$ cat config.mk
export PLATFORM = sky130hd
export DESIGN_NAME = div_cu
export DESIGN_NICKNAME = d
export VERILOG_FILES = /design/src/rtl/div_cu.sv
export SDC_FILE = /design/constraint.sdc
export NUM_CORES = 1
export LEC_CHECK = 0
export BUFFER_PORTS_ARGS = -buffer_cell sky130_fd_sc_hd__buf_2
export CAP_MARGIN = 20
export CORE_MARGIN = 4
export CORE_UTILIZATION = 48
export CTS_CLUSTER_DIAMETER = 80
export DETAILED_ROUTE_END_ITERATION = 12
export PLACE_DENSITY = 0.75
export SKIP_LAST_GASP = 1
export SLEW_MARGIN = 10
export SYNTH_ARGS = -nofsm -noshare
export SYNTH_HDL_FRONTEND = slang
export SYNTH_SLANG_ARGS = --single-unit
$ cat constraint.sdc
create_clock -name clk -period 2.18 [get_ports clk]
set_clock_uncertainty 0.15 [all_clocks]
set_input_delay 0.436 -clock clk [delete_from_list [all_inputs] [get_ports clk]]
set_output_delay 0.436 -clock clk [all_outputs]
set_load 0.1 [all_outputs]
$ cat src/rtl/div_cu.sv
// Moore control unit for the restoring divider: sequences the dp datapath
// (R/X/Y registers, R:X shifter, R-Y mux, iteration counter) from a go/done handshake.
module div_cu #(
    parameter int unsigned N_BITS = 4
) (
    input  logic clk,
    input  logic rst,
    input  logic go,
    input  logic r_lt_y,
    input  logic cnt_out,
    input  logic error,
    output logic ld_r,
    output logic ld_x,
    output logic ld_y,
    output logic sl,
    output logic sr,
    output logic right_in_x,
    output logic sel1,
    output logic sel2,
    output logic ld_cnt,
    output logic ud,
    output logic ce,
    output logic busy,
    output logic done,
    output logic err_out
);

    typedef enum logic [3:0] {
        StIdle,
        StLoad,
        StChkz,
        StPreshift,
        StTest,
        StSub,
        StShl0,
        StShl1,
        StAdj,
        StDone,
        StErr
    } state_e;

    typedef struct packed {
        logic ld_r;
        logic ld_x;
        logic ld_y;
        logic sl;
        logic sr;
        logic right_in_x;
        logic sel1;
        logic sel2;
        logic ld_cnt;
        logic ce;
        logic busy;
        logic done;
        logic err_out;
    } ctrl_t;

    state_e state_q;
    ctrl_t  ctrl_q;

    // N_BITS only sets the counter load value inside dp; the sequencing is width-independent.
    logic unused_n_bits;
    assign unused_n_bits = ^N_BITS;

    function automatic state_e next_state(input state_e s, input logic g, input logic e,
                                          input logic c, input logic lt);
        state_e n;
        n = StIdle;
        case (s)
            StIdle:     n = g ? StLoad : StIdle;
            StLoad:     n = StChkz;
            StChkz:     n = e ? StErr : StPreshift;
            StPreshift: n = StTest;
            StTest: begin
                if (c)       n = StAdj;
                else if (lt) n = StShl0;
                else         n = StSub;
            end
            StSub:      n = StShl1;
            StShl0:     n = StTest;
            StShl1:     n = StTest;
            StAdj:      n = StDone;
            StDone:     n = StIdle;
            StErr:      n = StIdle;
            default:    n = StIdle;
        endcase
        return n;
    endfunction

    function automatic ctrl_t decode(input state_e s);
        ctrl_t o;
        o = '0;
        o.busy = (s != StIdle);
        case (s)
            StLoad: begin
                o.ld_r   = 1'b1;
                o.ld_x   = 1'b1;
                o.ld_y   = 1'b1;
                o.sel2   = 1'b1;
                o.ld_cnt = 1'b1;
            end
            StPreshift: o.sl = 1'b1;
            StSub: begin
                o.sel1 = 1'b1;
                o.ld_r = 1'b1;
            end
            StShl0: begin
                o.sl = 1'b1;
                o.ce = 1'b1;
            end
            StShl1: begin
                o.sl         = 1'b1;
                o.right_in_x = 1'b1;
                o.ce         = 1'b1;
            end
            StAdj:  o.sr = 1'b1;
            StDone: o.done = 1'b1;
            StErr: begin
                o.done    = 1'b1;
                o.err_out = 1'b1;
            end
            default: ;
        endcase
        return o;
    endfunction

    // Outputs are registered as the decode of the state being entered, so they track state_q.
    always_ff @(posedge clk) begin
        if (rst) begin
            state_q <= StIdle;
            ctrl_q  <= '0;
        end else begin
            state_q <= next_state(state_q, go, error, cnt_out, r_lt_y);
            ctrl_q  <= decode(next_state(state_q, go, error, cnt_out, r_lt_y));
        end
    end

    assign ld_r       = ctrl_q.ld_r;
    assign ld_x       = ctrl_q.ld_x;
    assign ld_y       = ctrl_q.ld_y;
    assign sl         = ctrl_q.sl;
    assign sr         = ctrl_q.sr;
    assign right_in_x = ctrl_q.right_in_x;
    assign sel1       = ctrl_q.sel1;
    assign sel2       = ctrl_q.sel2;
    assign ld_cnt     = ctrl_q.ld_cnt;
    assign ce         = ctrl_q.ce;
    assign busy       = ctrl_q.busy;
    assign done       = ctrl_q.done;
    assign err_out    = ctrl_q.err_out;
    assign ud         = 1'b0;

endmodule

== Word level (Yosys, flattened, before mapping) ==
Cells that the tools add are included.

* Equal/unequal tests: 16
* Reduce and logical (&&, ||, !) cells: 7
* Muxes and demuxes: 15

{| class="wikitable"
|+ Operator list
! kind !! count
|-
| equality test 4 x 3 -> 1 bit, second input constant || 7
|-
| one-hot mux 4 bit (7 select lines) || 1
|-
| equality test 4 bit, second input constant || 4
|-
| equality test 4 x 2 -> 1 bit, second input constant || 3
|-
| two-way mux 4 bit || 3
|-
| two-way mux 1 bit || 9
|-
| equality test 4 x 1 -> 1 bit, second input constant || 2
|-
| OR reduction 2 bit || 3
|-
| OR reduction 3 bit || 2
|-
| zero test 4 bit || 1
|-
| two-way mux 2 bit || 2
|-
| nonzero test 4 bit || 1
|}

* Word-level logic and storage cells: 50
* Input bits: 6
* Output and inout bits: 14
* Register bits: 15

== Logic depth before layout (Yosys ltp) ==
Gate-level depths: netlist of the first run.

* Depth after elaboration: 7
* Gate-level depth with buffers: 6
* Depth with buffers taken out: 4

== Least setup slack after synthesis of the first run ==
No wires, ideal clock.

* Kind: register to output
* Start: register, netlist name ld_cnt
* End: output ld_x
* Data arrival time: 1.392 ns
* Stages on the path, launching flop included: 2
* Path buffers: 1
* Data required time: 1.594 ns
* Path slack: 0.202 ns
* Path through: dfxtp_1 -> buf_4

{| class="wikitable"
|+ RTL lines
! what !! line !! text
|-
| end, declared || 13 || <nowiki>output logic ld_x,</nowiki>
|}

== Final worst setup path of the first run ==
* Start: register state_q[2]
* End: register ctrl_q (netlist bit right_in_x)

* Longest elaborated chain between the ends: 6
* Elaborated cells on any way between the ends: 14
* Those cells by class: eq/ne (9); mux (3); reduce/logical (2)

{| class="wikitable"
|+ Ends and longest elaborated chain
! what !! line !! text
|-
| start, declared || 58 || <nowiki>state_e state_q;</nowiki>
|-
| start signal, assigned || 130 || <nowiki>state_q <= StIdle;</nowiki>
|-
| start signal, assigned || 133 || <nowiki>state_q <= next_state(state_q, go, error, cnt_out, r_lt_y);</nowiki>
|-
| equality test 4 x 3 -> 1 bit / equality test 4 x 2 -> 1 bit (equally long branches) || 69 || <nowiki>case (s)</nowiki>
|-
| OR reduction 3 bit (no source line) || n/a ||
|-
| one-hot mux 4 bit (7 select lines) * || 69 ||
|-
| two-way mux 4 bit * || 129 || <nowiki>if (rst) begin</nowiki>
|-
| equality test 4 x 3 -> 1 bit * || 94 || <nowiki>case (s)</nowiki>
|-
| two-way mux 1 bit * || 94 ||
|-
| end signal, assigned || 134 || <nowiki>ctrl_q <= decode(next_state(state_q, go, error, cnt_out, r_lt_y));</nowiki>
|-
| end, declared || 59 || <nowiki>ctrl_t ctrl_q;</nowiki>
|}

Every way passes the cells marked *; elsewhere a longest branch is shown, timed or not. The select of a mux whose other input is x is not followed.
A chain may end at the register's enable or synchronous reset.

==> results.sh, run 1 <==
export IMPL_port_buffers=18
export IMPL_clk_latency_ps=280
export IMPL_path_cells="o311ai_1 -> o21ai_2 -> nor3b_2"
export IMPL_finalCritPeriodShare=0.824
export IMPL_path_buf_inv=0
export IMPL_cp_max_fo=14
export IMPL_setup_viol=0
export IMPL_core_area_um2=1320
export IMPL_fill_cells=124
export IMPL_cpPeakStageDelay_ps=710
export IMPL_hold_violations=0
export IMPL_p_comb_frac=0.351
export IMPL_synth_top_area_cell="dfxtp_1"
export IMPL_p_leak_nw=0.338
export IMPL_yosysMostFrequentCell="dfxtp_1"
export IMPL_cts_buffers=3
export IMPL_gp_congestion=0.823
export IMPL_cts_post_setup_buffers_inserted=0
export IMPL_grt_pass1_wl_um=1880
export IMPL_synth_top_cell_area_share=0.417
export IMPL_syn_area_um2=672
export IMPL_cts_sinks=14
export IMPL_multiInputGateArea_um2=293
export IMPL_vias=508
export IMPL_initial_core_util=0.510
export IMPL_ys_warn_count=0
export IMPL_power_density_nw_per_um2=1010
export IMPL_h_tree_depth=1
export IMPL_maxSlewHeadroom=0.509
export IMPL_grt_util_all_layers=0.129
export IMPL_syn_nets=76
export IMPL_vdd_drop_max_mv=0.424
export IMPL_diodes=0
export IMPL_cp_required_ps=2190
export IMPL_grt_pass1_vias=451
export IMPL_yosys_most_used_dff="dfxtp_1"
export IMPL_dr_first_iter_drc_count=9
export IMPL_first_pass_iters=4
export IMPL_sequentialPowerShare=0.400
export IMPL_synth_cells=70
export IMPL_rsz0062_at_grt="false"
export IMPL_drc=0
export IMPL_async_flop_share=0
export IMPL_maxCapViolations=0
export IMPL_ioPinCount=20
export IMPL_holdCritPathClass="primary input to flip-flop"
export IMPL_area_growth_pct=9.68
export IMPL_path_clk_slew_ps=80
export IMPL_finalSetupTns_ps=0
export IMPL_die_h_um=45.4
export IMPL_drive_gt1_frac=0.325
export IMPL_rows=13
export IMPL_viasPerCell=5.18
export IMPL_wire_per_inst_um=11.7
export IMPL_ant_nets=0
export IMPL_dp_hpwl_um=877
export IMPL_final_cell_count_no_fill=98
export IMPL_dieArea_um2=2060
export IMPL_worstMarginPinSlew_ps=724
export IMPL_placed_cells=94
export IMPL_p_int_w=0.000435
export IMPL_clkPwrFrac=0.248
export IMPL_layout_min_cycle_time_ps=1800
export IMPL_ys_types=29
export IMPL_power_switching_w=0.000307
export IMPL_critPathKind="flip-flop to flip-flop"
export IMPL_drv_slew=0
export IMPL_switching_share=0.414
export IMPL_avgSynthCellArea_um2=9.60
export IMPL_end_kind="flip-flop"
export IMPL_yosys_top_cells_area="dfxtp_1 (42%), buf_6 (6.7%), nor2_1 (5.0%)"
export IMPL_ctsHoldBuffers=0
export IMPL_cts_root_buf="clkbuf_4"
export IMPL_cts_tree="built"
export IMPL_worstSetupStartpointType="flip-flop"
export IMPL_run_status="complete, no violations"
export IMPL_whs_ps=230
export IMPL_ys_ff_latch=14
export IMPL_nets=90
export IMPL_antenna_found_initial=0
export IMPL_cts_resized=0
export IMPL_arrival_ps=1810
export IMPL_grt_max_degree=15
export IMPL_regArea_um2=280
export IMPL_overflow=0
export IMPL_routed_wl_um=1150
export IMPL_path_delay_family="compound AO/OA/AOI/OAI gates"
export IMPL_clock_path_buffers=2
export IMPL_slowest_stage="o311ai_1"
export IMPL_synth_edff_count=0
export IMPL_synthTopCellsByCount="dfxtp_1 (14), nor2_1 (9), a21oi_1 (5), inv_1 (5)"
export IMPL_ys_seq_area_frac=0.417
export IMPL_max_freq_mhz=557
export IMPL_fp_dieW_um=45.4
## layout by cell type, fill, tap and decap left out, types with 2 or more instances in the layout
cell type,count
a211oi_1,2
a21oi_1,5
buf_2,18
clkbuf_4,3
dfxtp_1,14
inv_1,5
nand2b_1,2
nor2_1,9
nor3_1,3
o311ai_1,2
or3_1,2
## cell type report
class                      instances  area share
multi-input combinational         42       0.397
sequential                        14       0.380
timing repair buffer              18       0.122
clock buffer                       4      0.0492
inverter                           5      0.0255
tap                               15      0.0255
## state kept, by name (all words and copies together) (netlist names)
signal and flops:
busy 1, sl 1, sr 1, ce 1
err_out 1, ld_cnt 1, done 1, right_in_x 1
sel1 1, state_q 4, ld_r 1
## worst register-to-register path: stages (launching register included)
cell and delay [ps]:
dfxtp_1 440, o311ai_1 710, o21ai_2 180, nor3b_2 200
## cell families (layout without fill, tap and decap cells)
group / after synthesis / count (layout) / share of synthesized area
simple gates: 27 / 27 / 0.268
buf+inv: 14 / 27 / 0.147
flops: 14 / 14 / 0.417
compound gates: 14 / 14 / 0.162
other cells: 1 / 1 / 0.00558
## path summary, 6_finish.rpt
kind | from | end | slack, ps | cells after the start
worst min register to register | state_q[3] | busy | 580 | 1
worst max register to register | state_q[2] | right_in_x | 380 | 3
worst min-delay path | rst | state_q[1] | 230 | 2
worst max-delay path | state_q[2] | right_in_x | 380 | 3
## per-layer routing
layer	track usage	routed length, um	vias up
met4	0.0351	6	0
met1	0.151	511	226
met3	0.0593	79	2
li1	-	-	266
met5	0	0	-
met2	0.209	553	14
## power by group through the flow
stage               logic [W]  registers [W]  clock network (W)
floorplan            0.000177       0.000373                  0
global placement     0.000259       0.000302                  0
detailed placement   0.000261       0.000303                  0
CTS                  0.000261       0.000297           0.000192
global route         0.000272       0.000301           0.000202
finish               0.000261       0.000297           0.000184
## stage by stage
step | utilization | power [W] | instance area [um^2] | worst slack (ps)
after floorplan | - | 0.000551 | 672 | 202
after global placement | 0.532 | 0.000561 | 701 | 466
after global routing | 0.559 | 0.000775 | 737 | 266
after detailed placement | 0.532 | 0.000564 | 701 | 393
after CTS | 0.559 | 0.000750 | 737 | 411
final | 0.559 | 0.000742 | 737 | 384
Note: power is estimated with default switching activity, not from simulation.
==> inputs of run 2 (changes only) <==
--- a/config.mk
+++ b/config.mk
@@ -5,13 +5,14 @@
 export SDC_FILE = /design/constraint.sdc
 export NUM_CORES = 1
 export LEC_CHECK = 0
+export ABC_AREA = 1
 export BUFFER_PORTS_ARGS = -buffer_cell sky130_fd_sc_hd__buf_2
 export CAP_MARGIN = 20
 export CORE_MARGIN = 4
-export CORE_UTILIZATION = 48
+export CORE_UTILIZATION = 42
 export CTS_CLUSTER_DIAMETER = 80
 export DETAILED_ROUTE_END_ITERATION = 12
-export PLACE_DENSITY = 0.75
+export PLACE_DENSITY = 0.71
 export SKIP_LAST_GASP = 1
 export SLEW_MARGIN = 10
 export SYNTH_ARGS = -nofsm -noshare
==> constraint.sdc (replaced) <==
create_clock -name clk -period 1.58 [get_ports clk]
set_clock_uncertainty 0.15 [all_clocks]
set_input_delay 0.316 -clock clk [delete_from_list [all_inputs] [get_ports clk]]
set_output_delay 0.316 -clock clk [all_outputs]
set_load 0.1 [all_outputs]
==> results.sh, run 2 <==
export IMPL_cp_required_ps=1110
export IMPL_cts_sinks=14
export IMPL_ant_nets=0
export IMPL_clock_path_buffers=2
export IMPL_clk_latency_ps=280
export IMPL_synth_top_cell_area_share=0.453
export IMPL_rows=13
export IMPL_cts_post_setup_buffers_inserted=0
export IMPL_area_growth_pct=16.0
export IMPL_port_buffers=18
export IMPL_setup_viol=0
export IMPL_synth_top_area_cell="dfxtp_1"
export IMPL_end_kind="output pin"
export IMPL_viasPerCell=4.77
export IMPL_yosysMostFrequentCell="dfxtp_1"
export IMPL_drc=0
export IMPL_r2r_setup_slack_ps=280
export IMPL_syn_nets=88
export IMPL_power_density_nw_per_um2=1460
export IMPL_final_cell_mix="buf_2 (18), dfxtp_1 (13), nand2_1 (12), inv_1 (11), nor2_1 (10)"
export IMPL_routed_wl_um=1160
export IMPL_dp_hpwl_um=917
export IMPL_dr_first_iter_drc_count=18
export IMPL_vdd_drop_max_mv=0.698
export IMPL_initial_core_util=0.459
export IMPL_yosys_top_cells_area="dfxtp_1 (45%), nand3_1 (7.3%), nand2_1 (7.3%)"
export IMPL_finalCritPeriodShare=0.953
export IMPL_grt_max_degree=12
export IMPL_rsz0062_at_grt="false"
export IMPL_gp_congestion=0.823
export IMPL_wire_per_inst_um=10.2
export IMPL_diodes=0
export IMPL_cpPeakStageDelay_ps=420
export IMPL_cts_buffers=3
export IMPL_holdCritPathClass="primary input to flip-flop"
export IMPL_layout_min_cycle_time_ps=1510
export IMPL_placed_cells=110
export IMPL_yosys_most_used_dff="dfxtp_1"
export IMPL_ioPinCount=20
export IMPL_slowest_stage="buf_2"
export IMPL_maxCapViolations=0
export IMPL_ys_ff_latch=14
export IMPL_path_clk_slew_ps=80
export IMPL_die_h_um=46.4
export IMPL_cts_resized=0
export IMPL_core_area_um2=1350
export IMPL_ys_warn_count=0
export IMPL_async_flop_share=0
export IMPL_arrival_ps=1040
export IMPL_total_power_w=0.00105
export IMPL_drv_slew=0
export IMPL_cts_tree="built"
export IMPL_h_tree_depth=1
export IMPL_largest_reg_flops=4
export IMPL_avgSynthCellArea_um2=7.55
export IMPL_nets=106
export IMPL_ys_seq_area_frac=0.453
export IMPL_grt_pass1_wl_um=1810
export IMPL_finalSetupTns_ps=0
export IMPL_final_cell_count_no_fill=113
export IMPL_overflow=0
export IMPL_grt_util_all_layers=0.121
export IMPL_path_delay_family="buffers and inverters"
export IMPL_max_freq_mhz=664
export IMPL_syn_area_um2=619
export IMPL_p_leak_nw=0.397
export IMPL_dieArea_um2=2150
export IMPL_critPathKind="flip-flop to output pin"
export IMPL_final_common_cell="buf_2"
export IMPL_cp_max_fo=4
export IMPL_synth_cells=82
export IMPL_finish_utilization=0.532
export IMPL_largest_register="state_q"
export IMPL_ys_types=17
export IMPL_antenna_found_initial=0
export IMPL_fp_dieW_um=46.4
export IMPL_path_cells="buf_2"
export IMPL_synth_edff_count=0
export IMPL_grt_pass1_vias=440
export IMPL_ctsHoldBuffers=0
export IMPL_synthTopCellsByCount="dfxtp_1 (14), nand2_1 (12), inv_1 (11), nor2_1 (10), nand3_1 (9)"
export IMPL_drive_gt1_frac=0.378
export IMPL_path_buf_inv=1
export IMPL_worstSetupStartpointType="flip-flop"
export IMPL_first_pass_iters=4
export IMPL_run_status="complete, no violations"
export IMPL_cts_root_buf="clkbuf_4"
export IMPL_vias=539
export IMPL_hold_violations=0
==> run 2: cell types whose count changed in the layout (fill, tap and decap cells not counted), moves of 2 or more <==
cell | previous run | this run
nand3_1 | 0 | 9
nand2_2 | 0 | 3
or3_1 | 2 | 0
nor2_4 | 0 | 2
a21oi_1 | 5 | 3
nor3_1 | 3 | 0
nand2_1 | 0 | 12
inv_2 | 0 | 2
a211oi_1 | 2 | 0
o311ai_1 | 2 | 0
inv_1 | 5 | 11
nor2_2 | 0 | 6
nand2b_1 | 2 | 0
==> run 2: power by group <==
part	switching, W	internal, W
sequential	0.0000227	0.000389
combinational	0.000359	0.0000749
clock	0.000112	0.0000884
==> run 2: metrics by stage <==
step           setup WS [ps]  hold WS, ps  instance area, um^2
2_1_floorplan           71.1          328                  621
3_3_place_gp             311          423                  696
3_5_place_dp             296          439                  696
4_1_cts                 65.7          182                  718
5_1_grt                 35.8          190                  718
6_report                75.0          186                  718
==> run 2: kinds of logic (layout without fill, tap and decap cells) <==
kind of cell | count (synthesis) | after routing | share of synthesized area
and+or+nand+nor | 44 | 44 | 0.368
buffers and inverters | 18 | 34 | 0.133
DFF | 14 | 14 | 0.453
AOI/OAI and AO/OA | 5 | 5 | 0.0404
other | 1 | 1 | 0.00605
==> run 2: cell type report <==
type / instances / area, um^2
Tap cell: 15 / 18.8
Clock buffer: 3 / 22.5
Multi-Input combinational cell: 50 / 256
Fill cell: 139 / 632
Inverter: 13 / 48.8
Sequential cell: 14 / 282
Timing Repair Buffer: 18 / 90.1
==> run 2: per-layer routing <==
metal	part of all wire	global-route usage
met1	0.41	0.141
met4	0.019	0.0511
met5	0	0
met3	0.11	0.0391
met2	0.46	0.201
==> run 2: path summary, 6_finish.rpt <==
kind	startpoint	end	depth (start not counted)
worst min-delay path	cnt_out	sr	3
worst max register to register	state_q[3]	busy	5
worst min register to register	state_q[3]	done	2
worst max-delay path	ld_cnt	ld_y	1
==> inputs of run 3 (changes only) <==
--- a/config.mk
+++ b/config.mk
@@ -13,8 +13,9 @@
 export CTS_CLUSTER_DIAMETER = 80
 export DETAILED_ROUTE_END_ITERATION = 12
 export PLACE_DENSITY = 0.71
+export REMOVE_ABC_BUFFERS = 1
+export SETUP_SLACK_MARGIN = 0.15
 export SKIP_LAST_GASP = 1
-export SLEW_MARGIN = 10
 export SYNTH_ARGS = -nofsm -noshare
 export SYNTH_HDL_FRONTEND = slang
 export SYNTH_SLANG_ARGS = --single-unit
==> results.sh, run 3 (synthesis results as in run 2) <==
export IMPL_path_delay_family="flip-flops"
export IMPL_hold_violations=0
export IMPL_maxCapViolations=0
export IMPL_final_common_cell="dfxtp_1"
export IMPL_grt_pass1_vias=484
export IMPL_critPathKind="flip-flop to output pin"
export IMPL_routed_wl_um=1280
export IMPL_sequentialPowerShare=0.388
export IMPL_viasPerCell=4.62
export IMPL_worstSetupStartpointType="flip-flop"
export IMPL_wire_per_inst_um=11.4
export IMPL_layout_min_cycle_time_ps=1410
export IMPL_drv_slew=0
export IMPL_drc=0
export IMPL_grt_pass1_wl_um=2040
export IMPL_path_clk_slew_ps=70
export IMPL_dp_worst_setup_slack_ps=302
export IMPL_arrival_ps=940
export IMPL_p_int_w=0.000583
export IMPL_largest_register="state_q"
export IMPL_cp_required_ps=1110
export IMPL_grt_max_degree=12
export IMPL_path_buf_inv=1
export IMPL_h_tree_depth=1
export IMPL_timing_final_ws_setup_ps=175
export IMPL_placed_cells=110
export IMPL_ant_nets=0
export IMPL_gp_congestion=0.853
export IMPL_cts_post_setup_buffers_inserted=0
export IMPL_largest_reg_flops=4
export IMPL_clk_latency_ps=280
export IMPL_max_freq_mhz=712
export IMPL_ioPinCount=20
export IMPL_nets=106
export IMPL_path_cells="buf_6"
export IMPL_switching_share=0.461
export IMPL_port_buffers=18
export IMPL_final_cell_mix="dfxtp_1 (13), nand2_1 (12), inv_1 (11), nor2_1 (10)"
export IMPL_rsz0062_at_grt="false"
export IMPL_overflow=0
export IMPL_run_status="complete, no violations"
export IMPL_initial_core_util=0.459
export IMPL_whs_ps=169
export IMPL_final_cell_count_no_fill=113
export IMPL_end_kind="output pin"
export IMPL_finalCritPeriodShare=0.889
export IMPL_power_density_nw_per_um2=1410
export IMPL_p_leak_nw=0.402
export IMPL_clkPwrFrac=0.180
export IMPL_area_growth_pct=24.2
export IMPL_holdCritPathClass="primary input to flip-flop"
export IMPL_postLayoutCellArea_um2=769
export IMPL_slowest_stage="dfxtp_2"
export IMPL_core_area_um2=1350
export IMPL_diodes=0
export IMPL_first_pass_iters=4
export IMPL_setup_viol=0
export IMPL_cpPeakStageDelay_ps=400
export IMPL_vdd_drop_max_mv=0.775
export IMPL_dieArea_um2=2150
export IMPL_dr_first_iter_drc_count=7
export IMPL_cts_root_buf="clkbuf_4"
export IMPL_cp_max_fo=4
export IMPL_vias=522
export IMPL_p_comb_frac=0.432
export IMPL_clock_path_buffers=2
export IMPL_cts_buffers=3
export IMPL_cts_tree="built"
export IMPL_cts_sinks=14
export IMPL_fp_dieW_um=46.4
export IMPL_die_h_um=46.4
export IMPL_drive_gt1_frac=0.378
export IMPL_antenna_found_initial=0
export IMPL_grt_util_all_layers=0.144
export IMPL_placed_area_um2=694
export IMPL_total_power_w=0.00108
export IMPL_dp_hpwl_um=944
export IMPL_power_switching_w=0.000499
export IMPL_cts_resized=9
export IMPL_ctsHoldBuffers=0
export IMPL_rows=13
==> run 3: worst paths after layout <==
check	from	to	slack, ps	cells after the start
setup / recovery	ld_cnt	ld_y	170	1
hold / removal	cnt_out	sr	170	3
setup reg to reg	state_q[1]	busy	260	7
hold reg to reg	state_q[2]	sr	470	4
==> run 3: power by group through the flow <==
| stage | logic [W] | clock network, W | registers (W) |
|---|---|---|---|
| floorplan | 0.000131 | 0 | 0.000656 |
| global placement | 0.000433 | 0 | 0.000419 |
| detailed placement | 0.000435 | 0 | 0.000420 |
| CTS | 0.000447 | 0.000203 | 0.000414 |
| global route | 0.000491 | 0.000221 | 0.000424 |
| finish | 0.000468 | 0.000195 | 0.000419 |
==> run 3: layout make-up <==
class                   instances  area, um^2
fillers                       118         581
well taps                      15        18.8
inverters                      13        48.8
flip-flops and latches         14         282
clock buffers                   3        22.5
repair buffers                 18         141
multi-input cells              50         256
==> run 3: stage by stage <==
stage	util	TNS [ps]
2_1_floorplan	-	-6910
3_3_place_gp	0.514	0
3_5_place_dp	0.514	0
4_1_cts	0.548	0
5_1_grt	0.570	0
6_report	0.570	0
==> run 3: per-layer routing <==
metal | global-route usage | share of wire
met1 | 0.162 | 0.40
met2 | 0.209 | 0.48
met3 | 0.0586 | 0.083
met4 | 0.119 | 0.032
met5 | 0 | 0
